**config.mk**
```make
export PLATFORM = sky130hd
export DESIGN_NAME = rstreq_sequencer
export DESIGN_NICKNAME = d
export VERILOG_FILES = /design/src/rtl/rstreq_sequencer.sv
export SDC_FILE = /design/constraint.sdc
export NUM_CORES = 1
export LEC_CHECK = 0
export ABC_AREA = 1
export ABC_CLOCK_PERIOD_IN_PS = 1800
export BUFFER_PORTS_ARGS = -buffer_cell sky130_fd_sc_hd__buf_2
export CAP_MARGIN = 20
export CORE_ASPECT_RATIO = 0.75
export CORE_MARGIN = 10
export CORE_UTILIZATION = 45
export DETAILED_ROUTE_END_ITERATION = 16
export GPL_ROUTABILITY_DRIVEN = 0
export GPL_TIMING_DRIVEN = 0
export MAX_ROUTING_LAYER = met4
export PLACE_DENSITY_LB_ADDON = 0.15
export RECOVER_POWER = 100
export SETUP_SLACK_MARGIN = 0.3
export SYNTH_ARGS = -nofsm -noshare
export SYNTH_HDL_FRONTEND = slang
export SYNTH_SLANG_ARGS = --single-unit
export TNS_END_PERCENT = 50
```
**constraint.sdc**
```tcl
create_clock -name clk_i -period 1.8 [get_ports clk_i]
set_clock_uncertainty 0.05 [all_clocks]
set_input_delay 0.27 -clock clk_i [delete_from_list [all_inputs] [get_ports clk_i]]
set_output_delay 0.27 -clock clk_i [all_outputs]
set_load 0.005 [all_outputs]
```
**src/rtl/rstreq_sequencer.sv**
```systemverilog
// rtl/rstreq_sequencer.sv - reset-request pulse sequencer with synchronized ack handshake
// Collects reset requests, drives a minimum-width rst_req_o pulse, then waits for ack_ni release.
module rstreq_sequencer #(
  parameter int NumSrc        = 4,
  parameter int PulseCycles   = 16,
  parameter int TimeoutCycles = 1024,
  parameter int SyncStages    = 2
) (
  input  logic              clk_i,
  input  logic              rst_i,
  input  logic [NumSrc-1:0] req_i,
  input  logic              ack_ni,
  output logic              rst_req_o,
  output logic              busy_o,
  output logic              done_o,
  output logic              timeout_o,
  output logic [NumSrc-1:0] cause_o
);

  localparam int PcW = $clog2(PulseCycles) + 1;
  localparam int TcW = $clog2(TimeoutCycles) + 1;
  localparam logic [PcW-1:0] PcMax = PcW'(PulseCycles - 1);
  localparam logic [TcW-1:0] TcMax = TcW'(TimeoutCycles - 1);

  if (NumSrc < 1) begin : g_bad_num_src
    $fatal(1, "rstreq_sequencer: NumSrc must be >= 1");
  end
  if (PulseCycles < 2) begin : g_bad_pulse_cycles
    $fatal(1, "rstreq_sequencer: PulseCycles must be >= 2");
  end
  if (TimeoutCycles < 4) begin : g_bad_timeout_cycles
    $fatal(1, "rstreq_sequencer: TimeoutCycles must be >= 4");
  end
  if (SyncStages < 2) begin : g_bad_sync_stages
    $fatal(1, "rstreq_sequencer: SyncStages must be >= 2");
  end

  typedef enum logic [1:0] {
    ST_IDLE    = 2'd0,
    ST_ASSERT  = 2'd1,
    ST_RELEASE = 2'd2,
    ST_DONE    = 2'd3
  } state_e;

  state_e state_q, state_d;

  logic [PcW-1:0]        pc_q, pc_d;
  logic [TcW-1:0]        tc_q, tc_d;
  logic [NumSrc-1:0]     pend_q, pend_d;
  logic [NumSrc-1:0]     cause_d;
  logic                  timeout_d;
  logic [SyncStages-1:0] ack_sync_q;
  logic                  ack_s;

  // ack_ni is asynchronous to clk_i; only the last stage is used by the FSM.
  always_ff @(posedge clk_i or posedge rst_i) begin
    if (rst_i) begin
      ack_sync_q <= '0;
    end else begin
      ack_sync_q <= {ack_sync_q[SyncStages-2:0], ack_ni};
    end
  end

  assign ack_s = ack_sync_q[SyncStages-1];

  always_comb begin
    state_d   = state_q;
    pc_d      = pc_q;
    tc_d      = tc_q;
    pend_d    = pend_q;
    cause_d   = cause_o;
    timeout_d = timeout_o;

    case (state_q)
      ST_IDLE: begin
        if ((|req_i) || (|pend_q)) begin
          cause_d = req_i | pend_q;
          pend_d  = '0;
          pc_d    = '0;
          tc_d    = '0;
          state_d = ST_ASSERT;
        end
      end

      ST_ASSERT: begin
        cause_d = cause_o | req_i;
        // The timeout window opens only once the minimum pulse width is met.
        if (pc_q != PcMax) begin
          pc_d = pc_q + PcW'(1);
        end else if (!ack_s) begin
          tc_d    = '0;
          state_d = ST_RELEASE;
        end else if (tc_q == TcMax) begin
          timeout_d = 1'b1;
          tc_d      = '0;
          state_d   = ST_RELEASE;
        end else begin
          tc_d = tc_q + TcW'(1);
        end
      end

      ST_RELEASE: begin
        pend_d = pend_q | req_i;
        if (ack_s) begin
          state_d = ST_DONE;
        end else if (tc_q == TcMax) begin
          timeout_d = 1'b1;
          state_d   = ST_DONE;
        end else begin
          tc_d = tc_q + TcW'(1);
        end
      end

      ST_DONE: begin
        pend_d  = pend_q | req_i;
        state_d = ST_IDLE;
      end

      default: begin
        state_d = ST_IDLE;
      end
    endcase
  end

  // Outputs are loaded from the next state so they are glitch-free flop outputs.
  always_ff @(posedge clk_i or posedge rst_i) begin
    if (rst_i) begin
      state_q   <= ST_ASSERT;
      pc_q      <= '0;
      tc_q      <= '0;
      pend_q    <= '0;
      cause_o   <= '0;
      timeout_o <= 1'b0;
      rst_req_o <= 1'b1;
      busy_o    <= 1'b1;
      done_o    <= 1'b0;
    end else begin
      state_q   <= state_d;
      pc_q      <= pc_d;
      tc_q      <= tc_d;
      pend_q    <= pend_d;
      cause_o   <= cause_d;
      timeout_o <= timeout_d;
      rst_req_o <= (state_d == ST_ASSERT);
      busy_o    <= (state_d != ST_IDLE);
      done_o    <= (state_d == ST_DONE);
    end
  end

endmodule
```
==> After elaboration in Yosys (flattened, before gate mapping) <==
Index checks and enable logic that the tools add are counted.
W data, S select, Z words.
{ "totals": {"elab_cells": 68, "output_inout_bits": 8, "register_bits": 32, "inputBits": 7} }
{ "classes": {"n_addsub": 2, "n_mux": 26, "bitwise": 2, "n_eq_ne": 13, "n_reduce_logical": 15} }
{ "op_table": {"columns": ["op", "count"], "rows": [
  ["$mux W11", 6],
  ["$pmux W11 S3", 1],
  ["$pmux W4 S2", 2],
  ["$mux W2", 6],
  ["$ne A2 B2 Y1 const B", 6],
  ["$add A11 B1 Y11 const B", 1],
  ["$eq A11 B10 Y1 const B", 1],
  ["$mux W5", 2],
  ["$pmux W5 S2", 1],
  ["$mux W4", 2],
  ["$or A4 B4 Y4", 2],
  ["$pmux W2 S4", 1],
  ["$reduce_bool A2 Y1", 4],
  ["$reduce_or A4 Y1", 2],
  ["$eq A2 B2 Y1 const B", 3],
  ["$add A5 B1 Y5 const B", 1],
  ["$ne A5 B4 Y1 const B", 1],
  ["$reduce_and A5 Y1", 1],
  ["$eq A2 B1 Y1 const B", 2],
  ["$mux W1", 4],
  ["$reduce_and A2 Y1", 2],
  ["$reduce_and A4 Y1", 1],
  ["$reduce_and A3 Y1", 1],
  ["$reduce_bool A3 Y1", 1],
  ["other kinds (4)", 4]
]} }

==> Depth between registers and ports, before layout <==
Gate-level depths: netlist (run 1).
{ "depth": {"depth_word": 6, "ltp_mapped": 13, "ltp_nobuf": 12} }

==> Worst setup path after synthesis (run 1) <==
OpenSTA, ideal clock, no wires.
{ "synth_path": {"path_type": "reg2reg", "from": "reg state_q[0]", "to": "reg tc_q[10]", "path_stages_with_launch": 11, "arrival_time_ns": 1.668, "n_path_buf": 1, "period_less_slack_ns": 1.835, "required_time_ns": 1.634, "setup_ns": 0.116, "setup_slack_ns": -0.035, "cell_sequence": "dfstp_2 inv_1 ha_1 nand2_1 nor3b_2 nand2_1 nor2_4 buf_8 nand2_4 xor2_2 nor2_2"} }
{ "synth_via": {"elab_chain_cells": 3, "elab_cells_between_ends": 10, "classes_between": "6 x eq/ne; 1 x mux; 3 x reduce/logical"} }
{ "synth_lines": {"columns": ["item", "line_no", "text"], "rows": [
  ["from (decl)", "45", "state_e state_q, state_d;"],
  ["from (signal assigned)", "138", "state_q <= state_d;"],
  ["$eq A2 B2 Y1, or another cell as far along", "74", "case (state_q)"],
  ["$ne A2 B2 Y1 (no line) / $reduce_bool A3 Y1 (equally long branches)", null, null],
  ["$reduce_and A5 Y1 (no line)", null, null],
  ["to (signal assigned)", "140", "tc_q <= tc_d;"],
  ["to (decl)", "48", "logic [TcW-1:0] tc_q, tc_d;"]
]} }
Several ways; a longest one is shown, not always the timed one.
A chain may end at the register's enable or synchronous reset.

==> Worst setup path in the final report (run 1) <==
{ "layout_path": {"from": "reg pc_q[0]", "to": "reg tc_q[6]"} }
{ "layout_via": {"elab_chain_cells": 3} }
{ "layout_lines": {"columns": ["item", "line_no", "text"], "rows": [
  ["from (decl)", "47", "logic [PcW-1:0] pc_q, pc_d;"],
  ["from (signal assigned)", "139", "pc_q <= pc_d;"],
  ["$ne A5 B4 Y1", "88", "if (pc_q != PcMax) begin"],
  ["$ne A2 B2 Y1 (no line)", null, null],
  ["$reduce_and A5 Y1 (no line)", null, null]
]} }
Every way passes these cells.

==> results of run 1 <==
==> worst max-delay path, delay by kind of cell, from the launching register on <==
kind                       cells  cell delay, ns
adders and majority gates      2            0.40
xor gates and xnor gates       1            0.15
DFF                            1            0.37
buffers and inverters          2            0.21
and+or+nand+nor                8            0.65
==> per-layer routing <==
metal  track usage [%]  part of all wire, %  routed length, um  vias up
met5                 -                    0                  0        -
met4              4.85                  1.4                 56        0
met3              4.58                  4.4                172        5
met1              17.5                   50               1960      679
li1                  -                    -                  -      749
met2              16.1                   44               1710       24
==> power groups by stage <==
stage / Sequential (W) / Clock (W) / Combinational, W
5_1_grt: 0.00111 / 0.000812 / 0.00243
3_5_place_dp: 0.00108 / 0 / 0.00138
2_1_floorplan: 0.00107 / 0 / 0.00103
3_3_place_gp: 0.00107 / 0 / 0.00138
4_1_cts: 0.00107 / 0.000774 / 0.00203
6_report: 0.00108 / 0.000757 / 0.00220
==> sequential cells by signal, indices dropped and copies added, names as in the netlist <==
| signal | flops |
|---|---|
| ack_sync_q | 2 |
| busy_o | 1 |
| cause_o | 4 |
| done_o | 1 |
| pc_q | 5 |
| pend_q | 4 |
| rst_req_o | 1 |
| state_q | 2 |
| tc_q | 11 |
| timeout_o | 1 |
==> what timing repair did <==
action / CTS / global route
hold endpoints to repair: 0 / 0
setup buffers: 16 / 3
resized for setup: 33 / 22
endpoints found under the setup margin: 29 / 30
cloned: 1 / 0
pin swaps: 15 / 17
==> final timing paths <==
check | to | slack (ns) | cells after the start
hold reg to reg | ack_sync_q[1] | 0.30 | 0
setup / recovery | tc_q[6] | -0.15 | 13
hold / removal | tc_q[5] | 0.03 | 2
min in group clk_i | ack_sync_q[0] | 0.04 | 1
max in group asynchronous | pend_q[1] | 0.58 | 3
setup reg to reg | tc_q[6] | -0.15 | 13
==> cells in the final DEF, fill, tap and decap left out, types with 9 or more instances in the layout <==
master    instances
buf_4            13
clkbuf_1          9
dfrtp_1          29
inv_1            23
nand2_1          39
nand3_1           9
nor2_1           24
nor2_2            9
==> area by class of cell <==
| class | instances | area (um^2) | area share [%] |
|---|---|---|---|
| clock buffer | 7 | 96.3 | 4.18 |
| buffer | 1 | 15.0 | 0.651 |
| timing repair buffer | 35 | 250 | 10.9 |
| tap | 52 | 65.1 | 2.82 |
| clock inverter | 1 | 30.0 | 1.30 |
| sequential | 32 | 805 | 34.9 |
| multi-input combinational | 145 | 921 | 40.0 |
| inverter | 30 | 123 | 5.32 |
==> kinds of logic (layout without fill, tap and decap cells) <==
kind of cell	after synthesis	after routing	share of synthesized area (%)
DFF	32	32	46.8
adders and majority gates	8	8	5.82
buffers and inverters	31	74	7.42
and+or+nand+nor	102	102	27.0
AOI/OAI and AO/OA	28	28	8.95
xor gates and xnor gates	7	7	4.00
==> per-stage QoR <==
stage                     instances  total power, W  area, um^2
after floorplan                 208         0.00210        1720
after global placement          274         0.00245        1860
after detailed placement        275         0.00246        1870
after CTS                       300         0.00387        2270
after global routing            303         0.00435        2300
final                           303         0.00404        2300
==> flow_summary.toml, run 1 <==
[status]
outcome = "complete, but fails checks"
violations = "setup timing"

[job]
max_cap_violations = 0

[clock_network]
cts_buffers = 5
clock-root-buffer = "clkbuf_8"
clock_sinks = 32
ctsHoldBuffers = 0
clk_pin_slew_ns = 0.07
clockBufferDepth = 2
clk_latency_ns = 0.29
cts_tree = "yes"
h-tree-depth = 2

[synth]
syn_nets = 223
synth_seq_cells = 32
synth_edf_count = 0
async_flop_share_pct = 100
netlist_top_cells_count = "nand2_1, nor2_1, dfrtp_1"
netlist.top_cell.by_area = "dfrtp_1"
synth_area_mm2 = 0.00172
synth_ff_type = "dfrtp_1"
avgSynthCellArea_um2 = 8.27
synth_top_area_share_pct = 42.2
synth_most_common_cell = "nand2_1"
seq_area_frac_synth_pct = 46.8
ys_types = 25
synthCells = 208
yosys-top-cells-area = "dfrtp_1, nand2_1, nor2_1"
yosysWarnings = 0

[place]
hpwl_um = 2480
pre_cts_ws_ns = -0.259
portBuffers = 14

[sta]
tightest_slew_ns = 0.735
slew_viol_final = 0
setup_tns_ns = -1.96
max-slew-margin-rel_pct = 51.0
timing.final.crit_share_pct = 108
setup_viol = 19
max_freq_mhz = 514
whs_ns = 0.0344
period_minus_slack_ns = 1.95
setup_ws_ns = -0.147
hold_viol = 0
rsz0062_at_grt = "yes"

[power_and_ir_drop]
clkPwrFrac_pct = 18.7
p_comb_share_pct = 54.5
power_density_mw_per_mm2 = 1750
power_switching_w = 0.00161
ir_drop_mv = 0.913
p_leak_nw = 1.09
switching_share_pct = 39.9
p_seq_share_pct = 26.7
p_int_w = 0.00243

[die]
core.rowCount = 19
pin_count = 15
core_mm2 = 0.00366
die_area_mm2 = 0.00672
die_y_um = 73.5
initial_core_util_pct = 47.0
die_width_um = 91.4

[detailed_routing]
vias_per_cell = 4.81
drt-initial-drc-count = 142
ant_nets = 0
wl_per_cell_um = 12.9
drt_pass1_iterations = 4
route.vias.total = 1457
drc_errors = 0
finalWirelength_um = 3900

[cells_and_area]
n_fill_cell = 316
drive_gt1_share_pct = 32.7
syn_to_final_growth_pct = 34.1
n_antenna_cell = 0
final_util_pct = 63.0
final_nets = 265

[global_routing]
grt_first_pass_wirelength_um = 6580
grt_overflow_total = 0
grt_antenna_before_repair = 0
grt_start_max_net_pins = 20
grt_usage_pct = 12.6
grt_pass1_vias = 1387

[critical_path]
critical_path_required_ns = 1.93
crit_path_max_incr_delay_ns = 0.37
cp_cell_sequence = "ha_2 -> nand2_1 -> nor2_1 -> ha_2 -> nor2_4 -> nor3b_2 -> nand2_1 -> nor2_4 -> buf_6 -> buf_6 -> nand2_2 -> xor2_1 -> nor2_1"
r2r-start = "pc_q[0]"
crit_path_end_kind = "flip-flop"
crit_path_start_kind = "flip-flop"
worstPathMaxFanout = 3
cp-startpoint = "pc_q[0]"
slowest_stage = "dfrtp_1"
critPathArrivalTime_ns = 2.08
timing_worst_setup_path_type = "flip-flop to flip-flop"

[min_path]
hold_path_class = "primary input to asynchronous set/reset pin"
Power figures use the tool's default switching activity.
==> inputs of run 2 (changes only) <==
Settings changed: ABC_AREA 1 to default, CORE_MARGIN 10 to 1.
==> run 2 against run 1 <==
Net effect:
- the run ends with hold timing, setup timing left
- clock-buffer cell count stayed put
- sequential share of layout area is 2.6 points lower
- synthesized cell count is 10% lower
- sequential cell count stayed put
- wire length is 19% higher
- clock power hardly changed
- worst setup slack worse by 0.16 ns
==> flow_summary.toml, run 2 <==
[synth]
synth_area_mm2 = 0.00178
syn_nets = 202
synthCells = 187
yosys-top-cells-area = "dfrtp_1, a21oi_1, ha_1"
seq_area_frac_synth_pct = 45.2
synth_edf_count = 0
synth_most_common_cell = "dfrtp_1"
synth_ff_type = "dfrtp_1"
synth_seq_cells = 32
netlist.top_cell.by_area = "dfrtp_1"
ys_types = 45
async_flop_share_pct = 100
avgSynthCellArea_um2 = 9.53
synth_top_area_share_pct = 40.7
yosysWarnings = 0
netlist_top_cells_count = "dfrtp_1, a21oi_1, nor2_1"

[sta]
max-slew-margin-rel_pct = 34.7
period_minus_slack_ns = 2.11
timing.final.crit_share_pct = 117
setup_ws_ns = -0.312
setup_viol = 16
whs_ns = -0.0239
max_freq_mhz = 474
tightest_slew_ns = 0.979
hold_viol = 13
rsz0062_at_grt = "yes"
slew_viol_final = 0

[critical_path]
cp_cell_sequence = "ha_2 -> and3_4 -> ha_4 -> buf_6 -> nor2b_4 -> a211o_4 -> buf_4 -> nor2_4 -> o21ai_1 -> a22o_2"
crit_path_max_incr_delay_ns = 0.37
crit_path_start_kind = "flip-flop"
critPathArrivalTime_ns = 2.23
critical_path_required_ns = 1.92
worstPathMaxFanout = 5
rr_worst_depth = 10
crit_path_end_kind = "flip-flop"
slowest_stage = "dfrtp_1"
timing_worst_setup_path_type = "flip-flop to flip-flop"

[power_and_ir_drop]
power_density_mw_per_mm2 = 1310
finalPower_w = 0.00327
ir_drop_mv = 1.03
p_leak_nw = 1.12

[status]
violations = "hold timing, setup timing"
outcome = "complete, but fails checks"

[global_routing]
grt_first_pass_wirelength_um = 7400
grt_usage_pct = 24.4
grt_antenna_before_repair = 0
grt_overflow_total = 0
grt_start_max_net_pins = 20
grt_pass1_vias = 1578

[job]
max_cap_violations = 0

[cells_and_area]
final_cell_mix = "buf_4, dfrtp_1, a21oi_1"
largest_reg_flops = 11
syn_to_final_growth_pct = 40.2
mostFrequentLayoutCell = "buf_4"
largest_register = "tc_q"
n_antenna_cell = 0
drive_gt1_share_pct = 43.0
final_util_pct = 66.9
reg_top3 = "tc_q: 11 flops, pc_q: 5 flops"
final_nets = 256

[detailed_routing]
route.vias.total = 1660
drc_errors = 0
drt-initial-drc-count = 131
ant_nets = 0
wl_per_cell_um = 15.9
vias_per_cell = 5.65
drt_pass1_iterations = 5
finalWirelength_um = 4660

[clock_network]
cts_tree = "yes"
cts_buffers = 5
clock-root-buffer = "clkbuf_8"
clockBufferDepth = 2
clock_sinks = 32
h-tree-depth = 2
clk_latency_ns = 0.28
clk_pin_slew_ns = 0.07

[min_path]
hold_path_class = "primary input to asynchronous set/reset pin"

[die]
die_y_um = 56.5
initial_core_util_pct = 47.7
core.rowCount = 19
pin_count = 15
die_width_um = 74.7
core_mm2 = 0.00373
die_area_mm2 = 0.00422

[place]
portBuffers = 14
hpwl_um = 3000
[run 2: power by group]
group | switching, W | internal [W]
Combinational | 0.000752 | 0.000794
Sequential | 0.0000880 | 0.000874
Clock | 0.000269 | 0.000488
[run 2: critical path, delay by kind of cell (launching register included)]
family                     cells  cell delay (ns)
adders and majority gates      2             0.32
buffers and inverters          2             0.25
and+or+nand+nor                3             0.39
AOI/OAI and AO/OA              3             0.63
DFF                            1             0.37
[run 2: repair_timing]
action / CTS / global route
buffers inserted: 17 / 15
resized for setup: 28 / 19
setup endpoints to repair: 30 / 30
hold buffers: 0 / 0
pin swaps: 13 / 13
[run 2: final timing paths]
path | end | start | slack [ns]
setup / recovery | tc_q[5] | pc_q[0] | -0.31
hold / removal | tc_q[1] | rst_i | -0.02
setup reg to reg | tc_q[5] | pc_q[0] | -0.31
hold reg to reg | ack_sync_q[1] | ack_sync_q[0] | 0.31
max in group asynchronous | pend_q[2] | rst_i | 0.39
min in group clk_i | ack_sync_q[0] | ack_ni | 0.04
[run 2: cells by family (layout without fill, tap and decap cells)]
family | Yosys count | after routing | share of synthesized area (%)
simple gates | 68 | 68 | 22.1
compound gates | 59 | 59 | 21.9
flops | 32 | 32 | 45.2
buf+inv | 19 | 74 | 4.70
fa+ha+maj | 8 | 8 | 5.62
mux | 1 | 1 | 0.562
[run 2: through the flow]
step	setup TNS [ns]	instance area [um^2]	worst slack, ns	hold slack (ns)	instances
after floorplan	-1.61	1840	-0.245	0.251	187
after global placement	-5.16	1980	-0.458	0.287	253
after detailed placement	-6.25	2000	-0.549	0.295	254
after CTS	-2.54	2350	-0.281	0.0315	279
after global routing	-4.07	2500	-0.390	0.0324	294
final	-2.82	2500	-0.312	-0.0239	294
[run 2: area by class of cell]
cell class,instances,area (um^2)
tap,52,65.1
timing repair buffer,47,322
inverter,15,56.3
clock inverter,1,30.0
multi-input combinational,136,1080
sequential,32,806
clock buffer,7,96.3
fill,293,1230
buffer,4,38.8
[run 2: layer usage]
| layer | routed length, um | vias up | global-route usage [%] |
|---|---|---|---|
| met5 | 0 | - | - |
| met4 | 31 | 0 | 6.20 |
| met3 | 198 | 4 | 5.92 |
| met2 | 2180 | 47 | 36.2 |
| met1 | 2250 | 814 | 33.5 |
| li1 | - | 795 | - |
==> inputs of run 3 (changes only) <==
Settings changed: RECOVER_POWER 100 to 50.
==> run 3 against run 2 <==
Net effect:
- sequential cell count unchanged
- maximum frequency about the same
- the flow still finishes with violations (hold timing, setup timing)
- sequential share of layout area down 0.064 points
- critical path depth unchanged
- utilization up 0.13 points
- final cell count unchanged
- wire length down 0.60%
- global-route usage unchanged
- largest power group unchanged
==> flow_summary.toml, run 3 (same netlist as run 2, synthesis figures left out) <==
[status]
outcome = "complete, but fails checks"
violations = "hold timing, setup timing"

[cells_and_area]
syn_to_final_growth_pct = 40.4
n_fill_cell = 289
mostFrequentLayoutCell = "buf_4"
largest_reg_flops = 11
reg_top3 = "tc_q: 11 flops, pc_q: 5 flops"
drive_gt1_share_pct = 44.2
largest_register = "tc_q"
design_area_mm2 = 0.00250
n_antenna_cell = 0
final_nets = 256
final_cell_mix = "buf_4, dfrtp_1, a21oi_1, buf_2"
stdcell_count = 294

[sta]
tightest_slew_ns = 0.975
slew_viol_final = 0
period_minus_slack_ns = 2.11
setup_tns_ns = -2.81
timing.final.crit_share_pct = 117
hold_viol = 13
whs_ns = -0.0230
rsz0062_at_grt = "yes"
setup_viol = 15
setup_ws_ns = -0.310
max-slew-margin-rel_pct = 35.0
max_freq_mhz = 474

[place]
dp_cells = 254
hpwl_um = 3000
portBuffers = 14
place_area_mm2 = 0.00200

[clock_network]
clockBufferDepth = 2
ctsHoldBuffers = 0
clock-root-buffer = "clkbuf_8"
clk_latency_ns = 0.28
clk_pin_slew_ns = 0.07
cts_buffers = 5
h-tree-depth = 2
cts_tree = "yes"
clock_sinks = 32

[detailed_routing]
wl_per_cell_um = 15.8
route.vias.total = 1659
drc_errors = 0
finalWirelength_um = 4630
vias_per_cell = 5.64
drt_pass1_iterations = 5
drt-initial-drc-count = 167
ant_nets = 0

[die]
die_area_mm2 = 0.00422
die_y_um = 56.5
core.rowCount = 19
initial_core_util_pct = 47.7
pin_count = 15
die_width_um = 74.7
core_mm2 = 0.00373

[min_path]
hold_path_class = "primary input to asynchronous set/reset pin"

[critical_path]
crit_family = "compound AO/OA/AOI/OAI gates"
crit_path_start_kind = "flip-flop"
slowest_stage = "dfrtp_1"
critical_path_required_ns = 1.92
timing_worst_setup_path_type = "flip-flop to flip-flop"
crit_path_end_kind = "flip-flop"
worstPathMaxFanout = 5
cp_cell_sequence = "ha_2 -> and3_4 -> ha_4 -> buf_6 -> nor2b_4 -> a211o_4 -> buf_4 -> nor2_4 -> o21ai_1 -> a22o_2"
path_buf_inv = 2
critPathArrivalTime_ns = 2.23
crit_path_max_incr_delay_ns = 0.37

[global_routing]
grt_usage_pct = 24.4
grt_pass1_vias = 1578
grt_antenna_before_repair = 0
grt_start_max_net_pins = 20
grt_first_pass_wirelength_um = 7400
grt_overflow_total = 0

[power_and_ir_drop]
power_density_mw_per_mm2 = 1310
ir_drop_mv = 1.03
p_leak_nw = 1.13

[job]
max_cap_violations = 0
-- run 3: changes by cell type in the layout (fill, tap and decap cells not counted) --
cell / before / now
and4_2: 1 / 0
and4_4: 0 / 1
buf_2: 11 / 14
clkbuf_1: 4 / 1
-- run 3: repair_timing --
item	CTS	global route
gates resized for setup	28	19
setup buffers	17	15
endpoints found under the setup margin	30	30
pin swaps	13	13
-- run 3: metal layers --
metal	part of all wire [%]	GRT usage, %	vias up
met5	0	-	-
met4	0.89	6.20	0
met3	4.4	5.92	6
li1	-	-	794
met2	46	36.2	53
met1	48	33.5	806
-- run 3: path summary, 6_finish.rpt --
path,startpoint,end,slack (ns),cells after the start
setup / recovery,pc_q[0],tc_q[5],-0.31,10
hold / removal,rst_i,tc_q[1],-0.02,2
setup reg to reg,pc_q[0],tc_q[5],-0.31,10
hold reg to reg,ack_sync_q[0],ack_sync_q[1],0.31,0
max in group asynchronous,rst_i,pend_q[2],0.39,3
min in group clk_i,ack_ni,ack_sync_q[0],0.04,1
-- run 3: per-stage QoR --
stage	setup WS (ns)	util [%]	hold WS, ns	power (W)
after floorplan	-0.245	-	0.251	0.00168
after global placement	-0.458	53.0	0.287	0.00188
after detailed placement	-0.549	53.7	0.295	0.00194
after CTS	-0.281	62.9	0.0315	0.00302
after global routing	-0.390	67.0	0.0324	0.00347
final	-0.310	67.0	-0.0230	0.00327
-- run 3: report_power, final --
part / internal (W) / switching [W] / total, W
clock network: 0.000488 / 0.000268 / 0.000756
registers: 0.000874 / 0.0000872 / 0.000961
logic: 0.000800 / 0.000755 / 0.00155
-- run 3: area by class of cell --
class | instances | area (um^2) | area share (%)
timing repair buffer | 47 | 325 | 13.0
buffer | 4 | 38.8 | 1.55
sequential | 32 | 806 | 32.2
clock buffer | 7 | 96.3 | 3.85
clock inverter | 1 | 30.0 | 1.20
inverter | 15 | 56.3 | 2.25
tap | 52 | 65.1 | 2.60
multi-input combinational | 136 | 1080 | 43.3
